===== src/rtl/ntt_pkg.sv =====
// Shared types and helpers for the NTT twiddle/butterfly address generator.
package ntt_pkg;

  localparam int unsigned NttLogn = 3;

  typedef enum logic [1:0] {
    StIdle,
    StRun,
    StFlush
  } ntt_state_e;

  // k is scaled by this so every stage indexes one N/2-entry twiddle ROM.
  function automatic int unsigned tw_shift(input int unsigned logn, input int unsigned s);
    return logn - 1 - s;
  endfunction

endpackage


===== src/rtl/ntt_bf_counter.sv =====
// Nested k/j/s butterfly counter producing operand addresses and twiddle index.
module ntt_bf_counter
  import ntt_pkg::*;
#(
  parameter int unsigned LOGN   = NttLogn,
  parameter int unsigned STAGES = LOGN
) (
  input  logic                             clk,
  input  logic                             rst_n,
  input  logic                             clear,
  input  logic                             rev,
  input  logic                             step,
  output logic [LOGN-1:0]                  addr_a,
  output logic [LOGN-1:0]                  addr_b,
  output logic [LOGN-1:0]                  tw_idx,
  output logic [$clog2(STAGES+1)-1:0]      stage,
  output logic                             last_stage,
  output logic                             last_xform
);

  localparam int unsigned SW = $clog2(STAGES + 1);
  localparam logic [SW-1:0] SFirst = '0;
  localparam logic [SW-1:0] SLast  = SW'(STAGES - 1);

  logic [LOGN-1:0] k_q, k_d, j_q, j_d, k_max, j_max;
  logic [SW-1:0]   s_q, s_d;
  logic            rev_q, rev_d;
  logic            last_k, last_j, s_end;

  always_comb begin
    k_max      = (LOGN'(1) << s_q) - LOGN'(1);
    j_max      = (LOGN'(1) << tw_shift(LOGN, 32'(s_q))) - LOGN'(1);
    last_k     = (k_q == k_max);
    last_j     = (j_q == j_max);
    s_end      = rev_q ? (s_q == SFirst) : (s_q == SLast);
    last_stage = last_k && last_j;
    last_xform = last_stage && s_end;
    addr_a     = (j_q << (32'(s_q) + 1)) + k_q;
    addr_b     = addr_a + (LOGN'(1) << s_q);
    tw_idx     = k_q << tw_shift(LOGN, 32'(s_q));
    stage      = s_q;
  end

  always_comb begin
    k_d   = k_q;
    j_d   = j_q;
    s_d   = s_q;
    rev_d = rev_q;
    if (clear) begin
      k_d   = '0;
      j_d   = '0;
      rev_d = rev;
      s_d   = rev ? SLast : SFirst;
    end else if (step) begin
      if (!last_k) begin
        k_d = k_q + LOGN'(1);
      end else begin
        k_d = '0;
        if (!last_j) begin
          j_d = j_q + LOGN'(1);
        end else begin
          j_d = '0;
          if (s_end)      s_d = rev_q ? SLast : SFirst;
          else if (rev_q) s_d = s_q - SW'(1);
          else            s_d = s_q + SW'(1);
        end
      end
    end
  end

  always_ff @(posedge clk or negedge rst_n) begin
    if (!rst_n) begin
      k_q   <= '0;
      j_q   <= '0;
      s_q   <= '0;
      rev_q <= 1'b0;
    end else begin
      k_q   <= k_d;
      j_q   <= j_d;
      s_q   <= s_d;
      rev_q <= rev_d;
    end
  end

endmodule


===== src/rtl/ntt_tw_addr_gen.sv =====
// NTT twiddle-ROM and butterfly address generator with a stallable output stage.
// Optional inverse (descending-stage) order via NTT_TW_ADDR_GEN_INTT_EN.
module ntt_tw_addr_gen
  import ntt_pkg::*;
#(
  parameter int unsigned LOGN   = NttLogn,
  parameter int unsigned STAGES = LOGN
) (
  input  logic                        clk,
  input  logic                        rst_n,
  input  logic                        start,
`ifdef NTT_TW_ADDR_GEN_INTT_EN
  input  logic                        inverse,
`endif
  input  logic                        out_ready,
  output logic [LOGN-1:0]             tw_raddr,
  output logic                        out_valid,
  output logic [LOGN-1:0]             addr_a,
  output logic [LOGN-1:0]             addr_b,
  output logic [$clog2(STAGES+1)-1:0] stage,
  output logic                        out_last,
  output logic                        busy,
  output logic                        done
);

  localparam int unsigned SW = $clog2(STAGES + 1);

  ntt_state_e      state_q, state_d;
  logic            advance, clear, step, load, rev;
  logic            valid_q, valid_d, done_q, done_d, last_q;
  logic [LOGN-1:0] cnt_a, cnt_b, cnt_tw, a_q, b_q, tw_q;
  logic [SW-1:0]   cnt_stage, stage_q;
  logic            cnt_last_stage, cnt_last_xform;

`ifdef NTT_TW_ADDR_GEN_INTT_EN
  assign rev = inverse;
`else
  assign rev = 1'b0;
`endif

  ntt_bf_counter #(
    .LOGN  (LOGN),
    .STAGES(STAGES)
  ) u_cnt (
    .clk       (clk),
    .rst_n     (rst_n),
    .clear     (clear),
    .rev       (rev),
    .step      (step),
    .addr_a    (cnt_a),
    .addr_b    (cnt_b),
    .tw_idx    (cnt_tw),
    .stage     (cnt_stage),
    .last_stage(cnt_last_stage),
    .last_xform(cnt_last_xform)
  );

  assign advance = !valid_q || out_ready;

  always_comb begin
    state_d = state_q;
    clear   = 1'b0;
    step    = 1'b0;
    load    = 1'b0;
    valid_d = valid_q;
    done_d  = 1'b0;
    case (state_q)
      StIdle: begin
        // done_q still high means we are in the completion cycle: ignore start.
        if (start && !done_q) begin
          clear   = 1'b1;
          state_d = StRun;
        end
      end
      StRun: begin
        if (advance) begin
          load    = 1'b1;
          step    = 1'b1;
          valid_d = 1'b1;
          if (cnt_last_xform) state_d = StFlush;
        end
      end
      StFlush: begin
        if (out_ready) begin
          valid_d = 1'b0;
          done_d  = 1'b1;
          state_d = StIdle;
        end
      end
      default: state_d = StIdle;
    endcase
  end

  always_ff @(posedge clk or negedge rst_n) begin
    if (!rst_n) begin
      state_q <= StIdle;
      valid_q <= 1'b0;
      done_q  <= 1'b0;
      a_q     <= '0;
      b_q     <= '0;
      tw_q    <= '0;
      stage_q <= '0;
      last_q  <= 1'b0;
    end else begin
      state_q <= state_d;
      valid_q <= valid_d;
      done_q  <= done_d;
      if (load) begin
        a_q     <= cnt_a;
        b_q     <= cnt_b;
        tw_q    <= cnt_tw;
        stage_q <= cnt_stage;
        last_q  <= cnt_last_stage;
      end
    end
  end

  // While stalled the ROM re-reads the held index so its output stays aligned.
  assign tw_raddr  = advance ? cnt_tw : tw_q;
  assign out_valid = valid_q;
  assign addr_a    = a_q;
  assign addr_b    = b_q;
  assign stage     = stage_q;
  assign out_last  = last_q;
  assign done      = done_q;
  assign busy      = (state_q != StIdle) || done_q;

endmodule


===== config.mk =====
export PLATFORM = sky130hd
export DESIGN_NAME = ntt_tw_addr_gen
export DESIGN_NICKNAME = d
export VERILOG_FILES = /design/src/rtl/ntt_pkg.sv /design/src/rtl/ntt_bf_counter.sv /design/src/rtl/ntt_tw_addr_gen.sv
export SDC_FILE = /design/constraint.sdc
export NUM_CORES = 1
export LEC_CHECK = 0
export CELL_PAD_IN_SITES_DETAIL_PLACEMENT = 1
export CELL_PAD_IN_SITES_GLOBAL_PLACEMENT = 2
export CORE_MARGIN = 3
export CORE_UTILIZATION = 37
export DETAILED_ROUTE_END_ITERATION = 10
export PLACE_DENSITY_LB_ADDON = 0.25
export SETUP_SLACK_MARGIN = 0.5
export SLEW_MARGIN = 20
export SYNTH_ARGS = -nofsm -noshare
export SYNTH_HDL_FRONTEND = slang
export SYNTH_SLANG_ARGS = --single-unit

===== constraint.sdc =====
create_clock -name clk -period 9.7 [get_ports clk]
set_clock_uncertainty 0.1 [all_clocks]
set_input_delay 0.97 -clock clk [delete_from_list [all_inputs] [get_ports clk]]
set_output_delay 0.97 -clock clk [all_outputs]
set_load 0.01 [all_outputs]

==> results of run 1 <==
[state kept, by name, summed over array words and instances (netlist names)]
signal       flops
out_valid        1
done             1
tw_q             3
out_last         1
u_cnt.k_q        3
addr_a           3
u_cnt.j_q        3
state_q          2
u_cnt.stage      2
stage            2
addr_b           3
[power groups by stage]
stage | Sequential [uW] | Combinational [uW] | Clock, uW
finish | 180 | 336 | 90.0
global route | 189 | 382 | 96.5
CTS | 181 | 342 | 91.2
detailed placement | 182 | 337 | 0
global placement | 179 | 325 | 0
floorplan | 172 | 249 | 0
[worst reg2reg max path, stage by stage, from the launching register on]
cell	delay [ns]
sky130_fd_sc_hd__dfrtp_1	0.67
sky130_fd_sc_hd__inv_1	0.21
sky130_fd_sc_hd__ha_1	0.47
sky130_fd_sc_hd__nor3_1	0.39
sky130_fd_sc_hd__nand2_1	0.13
sky130_fd_sc_hd__fa_1	0.50
sky130_fd_sc_hd__fa_1	0.42
sky130_fd_sc_hd__xor2_1	0.16
sky130_fd_sc_hd__xnor2_1	0.18
sky130_fd_sc_hd__xnor2_1	0.14
sky130_fd_sc_hd__o21ai_1	0.07
[synth_stat cells (all sizes together) (2+ instances only)]
| library cell | instances |
|---|---|
| o31ai | 3 |
| and2b | 2 |
| fa | 2 |
| dfrtp | 24 |
| nand4 | 2 |
| a21oi | 7 |
| nor3 | 3 |
| xnor2 | 6 |
| nor2b | 3 |
| nor2 | 10 |
| o21ai | 10 |
| nand2 | 27 |
| nor3b | 2 |
| inv | 9 |
| mux2 | 3 |
| mux2i | 7 |
| ha | 10 |
| xor2 | 5 |
| buf | 5 |
| or3 | 2 |
| clkbuf | 3 |
| a31oi | 3 |
[worst min-delay path by stage]
stage | cells after the start | end | from
after floorplan | 2 | tw_q[1] | tw_q[1]
after global placement | 2 | addr_a[0] | addr_a[0]
after detailed placement | 1 | out_last | out_last
after CTS | 2 | tw_q[0] | tw_q[0]
after global routing | 1 | out_last | out_last
final | 2 | tw_q[0] | tw_q[0]
[cell type report]
cell class | instances | area, sq um
Clock buffer | 3 | 41.3
Clock inverter | 1 | 30.0
Fill cell | 455 | 2020
Inverter | 9 | 33.8
Timing Repair Buffer | 18 | 175
Multi-Input combinational cell | 118 | 837
Sequential cell | 24 | 601
Tap cell | 48 | 60.1
[kinds of logic after synthesis]
kind of cell	count (synthesis)	synth area share
AO/OA/AOI/OAI	27	0.107
adder cells (fa/ha/maj)	12	0.109
flip-flops	24	0.397
buffers and inverters	17	0.0504
multiplexers	10	0.0711
AND/OR/NAND/NOR	58	0.197
XOR/XNOR	11	0.0686
[layer usage]
| layer | vias up | track usage | wire length, um |
|---|---|---|---|
| li1 | 558 | - | - |
| met1 | 586 | 0.204 | 1640 |
| met2 | 13 | 0.259 | 1640 |
| met3 | 6 | 0.0201 | 81 |
| met4 | 0 | 0.0511 | 57 |
| met5 | - | 0 | 0 |
[layout by cell type (no fill, tap or decap), types with 2 or more instances in the layout]
cell | netlist | final
sky130_fd_sc_hd__nand2_1 | 26 | 26
sky130_fd_sc_hd__dfrtp_1 | 24 | 24
sky130_fd_sc_hd__clkdlybuf4s50_1 | 0 | 17
sky130_fd_sc_hd__nor2_1 | 10 | 10
sky130_fd_sc_hd__o21ai_1 | 10 | 10
sky130_fd_sc_hd__ha_1 | 10 | 10
sky130_fd_sc_hd__inv_1 | 9 | 9
sky130_fd_sc_hd__a21oi_1 | 7 | 7
sky130_fd_sc_hd__mux2i_1 | 6 | 6
sky130_fd_sc_hd__xor2_1 | 5 | 5
sky130_fd_sc_hd__xnor2_1 | 5 | 5
sky130_fd_sc_hd__nor3_1 | 3 | 3
sky130_fd_sc_hd__mux2_2 | 3 | 3
sky130_fd_sc_hd__a31oi_1 | 3 | 3
sky130_fd_sc_hd__nor2b_1 | 3 | 3
sky130_fd_sc_hd__o31ai_1 | 3 | 3
sky130_fd_sc_hd__clkbuf_8 | 0 | 3
sky130_fd_sc_hd__or3_1 | 2 | 2
sky130_fd_sc_hd__nor3b_1 | 2 | 2
sky130_fd_sc_hd__and2b_1 | 2 | 2
sky130_fd_sc_hd__nand4_1 | 2 | 2
sky130_fd_sc_hd__fa_1 | 2 | 2
[stage by stage]
step	power (uW)	cell area [sq um]
floorplan	421	1510
global placement	505	1710
detailed placement	519	1710
CTS	614	1780
global route	668	1780
finish	606	1780
==> key figures, run 1 <==
Logic synthesis
  • Leading register cell type out of synthesis: sky130_fd_sc_hd__dfrtp_1
  • Net count after synthesis: 175
  • Summed instance area of the synthesized netlist: 1510 sq um
  • Yosys warning count: 0
  • Fraction of synthesized cell area taken by the top area cell type: 0.397
  • Syn avg cell area: 9.52 sq um
  • Largest cells by area after synthesis: sky130_fd_sc_hd__dfrtp_1 40%, sky130_fd_sc_hd__ha_1 8.3%, sky130_fd_sc_hd__nand2_1 6.4%
  • Cell type with the largest total area after synthesis: sky130_fd_sc_hd__dfrtp_1
  • Fraction of registers with async set or reset after synthesis: 1.00
  • Count of flip-flops with a built-in enable after synthesis: 0
  • Post-synthesis instance total: 159
  • Number of different library cells in the post-synthesis netlist: 37
  • Sequential cell area fraction in the yosys report: 0.397
  • Total of flip-flops plus latches after synthesis: 24

Global route
  • Wire length of the first global-routing pass: 6140 um
  • Overall track demand over capacity in global routing: 0.154
  • Antenna violations before repair: 0
  • Maximum number of pins on one net before global-route repair: 29
  • Vias in the first global route: 1,237
  • Remaining global-route overflow: 0

STA
  • RSZ-0062 raised after global routing: no
  • TNS Setup: 0 ns
  • Setup violators final: 0
  • Rel. slew slack: 0.628
  • Final-report max-slew violation count: 0
  • Worst setup slack after layout: 5.63 ns
  • F_max: 0.245 GHz
  • Tightest Pin Transition: 0.557 ns
  • Post-route fraction of the period consumed by the critical path: 0.420
  • Final Hold Violating Endpoints: 0
  • Worst hold slack: 0.382 ns
  • Fin crit period: 4.07 ns

Drt
  • Antenna-violating nets left: 0
  • First-iteration detailed-routing DRC count: 57
  • Total iterations of the first detailed-routing run: 4
  • Wire length per cell after detailed routing: 15.5 um
  • Detailed-route via count: 1,163
  • Wire length after detailed routing: 3420 um
  • Drt via density: 5.26
  • Drc violations: 0

Setup path
  • Type of the setup path with the least slack: reg2out
  • Required arrival time at the worst endpoint: 8.63 ns
  • Max Fanout on Critical Path: 14
  • Worst path most repeated cell: sky130_fd_sc_hd__nor2_1
  • First element of the critical path: u_cnt.stage[0]
  • R2r setup slk: 6.14 ns
  • Critical path buffers and inverters: 2
  • Cell breakdown of the critical path: inv_1 -> ha_1 -> mux2i_1 -> nor2_1 -> a31oi_1 -> nor2_1 -> mux2_2 -> clkdlybuf4s50_1
  • Element type at the critical path end: output port
  • Critical path arrival: 3.00 ns
  • Endpoint of the most critical register-to-register path: addr_b[2]
  • Worst flop-to-flop path startpoint: u_cnt.stage[0]
  • CP Capture Point: tw_raddr[2]
  • Number of cells traversed by the worst register-to-register path: 10
  • Standard cell with the maximum stage delay on the critical path: sky130_fd_sc_hd__dfrtp_1
  • Top delay family on crit path: buffers and inverters
  • Worst path max stage delay: 0.67 ns
  • Number of logic stages on the critical path including buffering: 8
  • Startpoint type of the worst setup path: flop

Die
  • Horizontal die dimension: 70.0 um
  • Initial Utilization: 0.399
  • Die Y-Extent: 70.0 um
  • Ports: 19
  • Total die area: 4900 sq um
  • Area of the core region: 3800 sq um
  • Number of standard-cell rows in the floorplan: 22

Min path
  • Class of the tightest hold or removal check: reg2reg

CTS
  • Num CTS Buffers: 3
  • Post-CTS setup repair buffer count: 0
  • Sink count of the clock tree: 24
  • Clock-pin slew on the worst setup and hold paths: 0.10 ns
  • Clock Tree Buf Depth: 2
  • Clock tree from TritonCTS: yes
  • Later-pin clock latency in the skew report: 0.27 ns
  • Cells resized by post-CTS repair: 0
  • Max H-tree Level: 1
  • Cell at the root of the clock tree: sky130_fd_sc_hd__clkbuf_8
  • Number of buffers added to fix hold violations after cts: 0

Final layout
  • Number of nets at the end of the flow: 190
  • Antenna diodes: 0
  • Util after Layout: 0.468
  • Fraction of layout instances using a drive strength above 1: 0.0809
  • Post-Layout Cell Count: 221
  • Layout overhead on the synthesized area: 17.4%

Pwr
  • Power per standard cell area: 341 nW/um^2
  • Share of power burned in the clock network: 0.148
  • Peak VDD IR: 0.113 mV
  • Part of the total power dissipated in combinational logic: 0.554
  • Switching power: 254 uW
  • Internal power component: 352 uW
  • Reported leakage power: 0.000769 uW
  • Share of total power in sequential cells: 0.297
  • Sw Share: 0.419

Status
  • Outcome: finished, final reports clean

Place
  • GP Congestion: 0.771
  • DPL Wire Length: 2500 um
  • # port buffers: 18
  • Post-Place Cells: 217
  • Pre-CTS setup slack: 6.01 ns

Job
  • Max-cap violations: 0
Power figures use the tool's default switching activity.
==> inputs of run 2 (changes only) <==
CORE_UTILIZATION = 34   (was 37)
clock period = 4.25 ns   (was 9.7 ns; I/O delays follow)
==> run 2 against run 1 <==
Routed wire length rose by 3.2%. Via count fell by 0.60%. Setup slack got worse by 4.7 ns. Sequential share of layout area rose by 0.31 points. Core utilization fell by 4.2 points. Power rose by 120%. First-iteration DRC count fell by 54%. Die area rose by 8.1%. Largest cell class unchanged.
==> key figures, run 2 (synthesis results as in run 1) <==
CTS
  • Num CTS Buffers: 3 (unchanged)
  • Clock-pin slew on the worst setup and hold paths: 0.09 ns (about the same)
  • Later-pin clock latency in the skew report: 0.27 ns (about the same)
  • Sink count of the clock tree: 24 (unchanged)
  • Number of buffers added to fix hold violations after cts: 0 (unchanged)
  • Max H-tree Level: 1 (unchanged)
  • Cell at the root of the clock tree: sky130_fd_sc_hd__clkbuf_8
  • Post-CTS setup repair buffer count: 0 (unchanged)
  • Clock tree from TritonCTS: yes
  • Clock Tree Buf Depth: 2 (unchanged)

Pwr
  • Reported leakage power: 0.000760 uW (-1.1%)
  • Peak VDD IR: 0.272 mV (+140%)
  • Power per standard cell area: 759 nW/um^2 (+120%)

Final layout
  • Leading cell type in the layout, fill and taps excluded: sky130_fd_sc_hd__nand2_1
  • Fraction of layout instances using a drive strength above 1: 0.0867 (+0.00578)
  • Post-Layout Cell Count: 223 (+0.90%)
  • Most frequent cells in the layout: 26 x sky130_fd_sc_hd__nand2_1, 23 x sky130_fd_sc_hd__dfrtp_1, 17 x sky130_fd_sc_hd__clkdlybuf4s50_1
  • Number of nets at the end of the flow: 190 (unchanged)
  • Util after Layout: 0.426 (-0.0420)
  • FILL cells: 488 (+7.3%)
  • Layout overhead on the synthesized area: 16.6%
  • Antenna diodes: 0 (unchanged)

Global route
  • Vias in the first global route: 1,241 (+0.32%)
  • Maximum number of pins on one net before global-route repair: 29 (unchanged)
  • Wire length of the first global-routing pass: 6060 um (-1.4%)
  • Overall track demand over capacity in global routing: 0.147 (-0.00726)
  • Global-route met1 utilization: 0.188 (-0.0158)
  • Met3 usage: 0.0207 (+0.000517)
  • Antenna violations before repair: 0 (unchanged)
  • Remaining global-route overflow: 0 (unchanged)
  • Top Usage Layer GRT: met2
  • Met2 Resource Use GR: 0.257 (-0.00267)

Die
  • Ports: 19 (unchanged)
  • Horizontal die dimension: 72.7 um (+4.0%)
  • Initial Utilization: 0.365 (-0.0332)
  • Number of standard-cell rows in the floorplan: 23 (+4.5%)
  • Die Y-Extent: 72.7 um (+4.0%)
  • Total die area: 5290 sq um (+8.1%)
  • Area of the core region: 4140 sq um (+9.1%)

STA
  • RSZ-0062 raised after global routing: no
  • Final Hold Violating Endpoints: 0 (unchanged)
  • Fin crit period: 3.31 ns
  • F_max: 0.303 GHz
  • Tightest Pin Transition: 0.562 ns (+0.00537 ns)
  • TNS Setup: 0 ns (unchanged)
  • Post-route fraction of the period consumed by the critical path: 0.778
  • Rel. slew slack: 0.624 (-0.00359)
  • Setup violators final: 0 (unchanged)
  • Final-report max-slew violation count: 0 (unchanged)

Setup path
  • Max Fanout on Critical Path: 14 (unchanged)
  • Critical path arrival: 2.78 ns (-0.22 ns)
  • Element type at the critical path end: output port
  • Required arrival time at the worst endpoint: 3.72 ns (-4.91 ns)
  • R2r setup slk: 0.98 ns (-5.16 ns)
  • Startpoint type of the worst setup path: flop
  • Type of the setup path with the least slack: reg2out

Place
  • DPL Wire Length: 2610 um (+4.3%)
  • # port buffers: 18 (unchanged)
  • Post-Place Cells: 219 (+0.92%)
  • GP Congestion: 0.754 (-2.2%)

Drt
  • Antenna-violating nets left: 0 (unchanged)
  • Wire length per cell after detailed routing: 15.8 um (+2.3%)
  • Drc violations: 0 (unchanged)
  • Total iterations of the first detailed-routing run: 4 (unchanged)
  • First-iteration detailed-routing DRC count: 26 (-54%)
  • Detailed-route via count: 1,156 (-0.60%)
  • Drt via density: 5.18 (-1.5%)
  • Wire length after detailed routing: 3520 um (+3.2%)

Status
  • Outcome: finished, final reports clean

Min path
  • Class of the tightest hold or removal check: in2async

Job
  • Max-cap violations: 0 (unchanged)
[run 2: cell types whose count changed in the layout (fill, tap and decap cells not counted)]
| cell | before | now |
|---|---|---|
| sky130_fd_sc_hd__bufinv_16 | 1 | 0 |
| sky130_fd_sc_hd__clkbuf_8 | 3 | 4 |
| sky130_fd_sc_hd__dfrtp_1 | 24 | 23 |
| sky130_fd_sc_hd__dfrtp_2 | 0 | 1 |
[run 2: cell type report]
type	count	area (sq um)	share of cell area
clock buffer	4	55.1	0.0312
sequential	24	602	0.341
tap	50	62.6	0.0354
inverter	9	33.8	0.0191
timing repair buffer	18	175	0.0992
multi-input combinational	118	837	0.474
[run 2: report_power, final]
group	switching (uW)	internal [uW]	leakage [uW]
Combinational	399	366	0.000431
Sequential	102	312	0.000300
Clock	79.1	82.9	0.0000288
Total	580	761	0.000760
[run 2: timing repair]
item | 4_1_cts | 5_1_grt
setup endpoints to repair | 0 | 1
gates resized for setup | 0 | 1
endpoints found under the hold margin | 0 | 0
[run 2: metal layers]
metal / up-vias / share of wire
met1: 578 / 0.46
li1: 561 / -
met4: 0 / 0.012
met2: 12 / 0.50
met5: - / 0
met3: 5 / 0.021
[run 2: final timing paths]
path | start | to | cells after the start
setup / recovery | u_cnt.stage[0] | tw_raddr[0] | 6
hold / removal | rst_n | addr_b[2] | 1
setup reg to reg | u_cnt.stage[0] | addr_b[2] | 10
hold reg to reg | addr_a[0] | addr_a[0] | 2
max in group asynchronous | rst_n | u_cnt.stage[0] | 1
min in group clk | addr_a[0] | addr_a[0] | 2
[run 2: stage by stage]
stage | hold slack, ns | worst slack, ns | total power, uW | instance area [sq um]
after floorplan | 0.0294 | 1.06 | 960 | 1510
after global placement | 0.357 | 0.916 | 1160 | 1710
after detailed placement | 0.367 | 0.814 | 1180 | 1710
after CTS | 0.389 | 0.736 | 1360 | 1770
after global routing | 0.0779 | 0.656 | 1460 | 1770
final | 0.0279 | 0.945 | 1340 | 1770
[run 2: worst max-delay path, stage by stage, from the launching register on]
cell	delay, ns
sky130_fd_sc_hd__dfrtp_2	0.53
sky130_fd_sc_hd__inv_1	0.15
sky130_fd_sc_hd__ha_1	0.47
sky130_fd_sc_hd__inv_1	0.12
sky130_fd_sc_hd__nor4b_1	0.46
sky130_fd_sc_hd__mux2_2	0.24
sky130_fd_sc_hd__clkdlybuf4s50_1	0.52
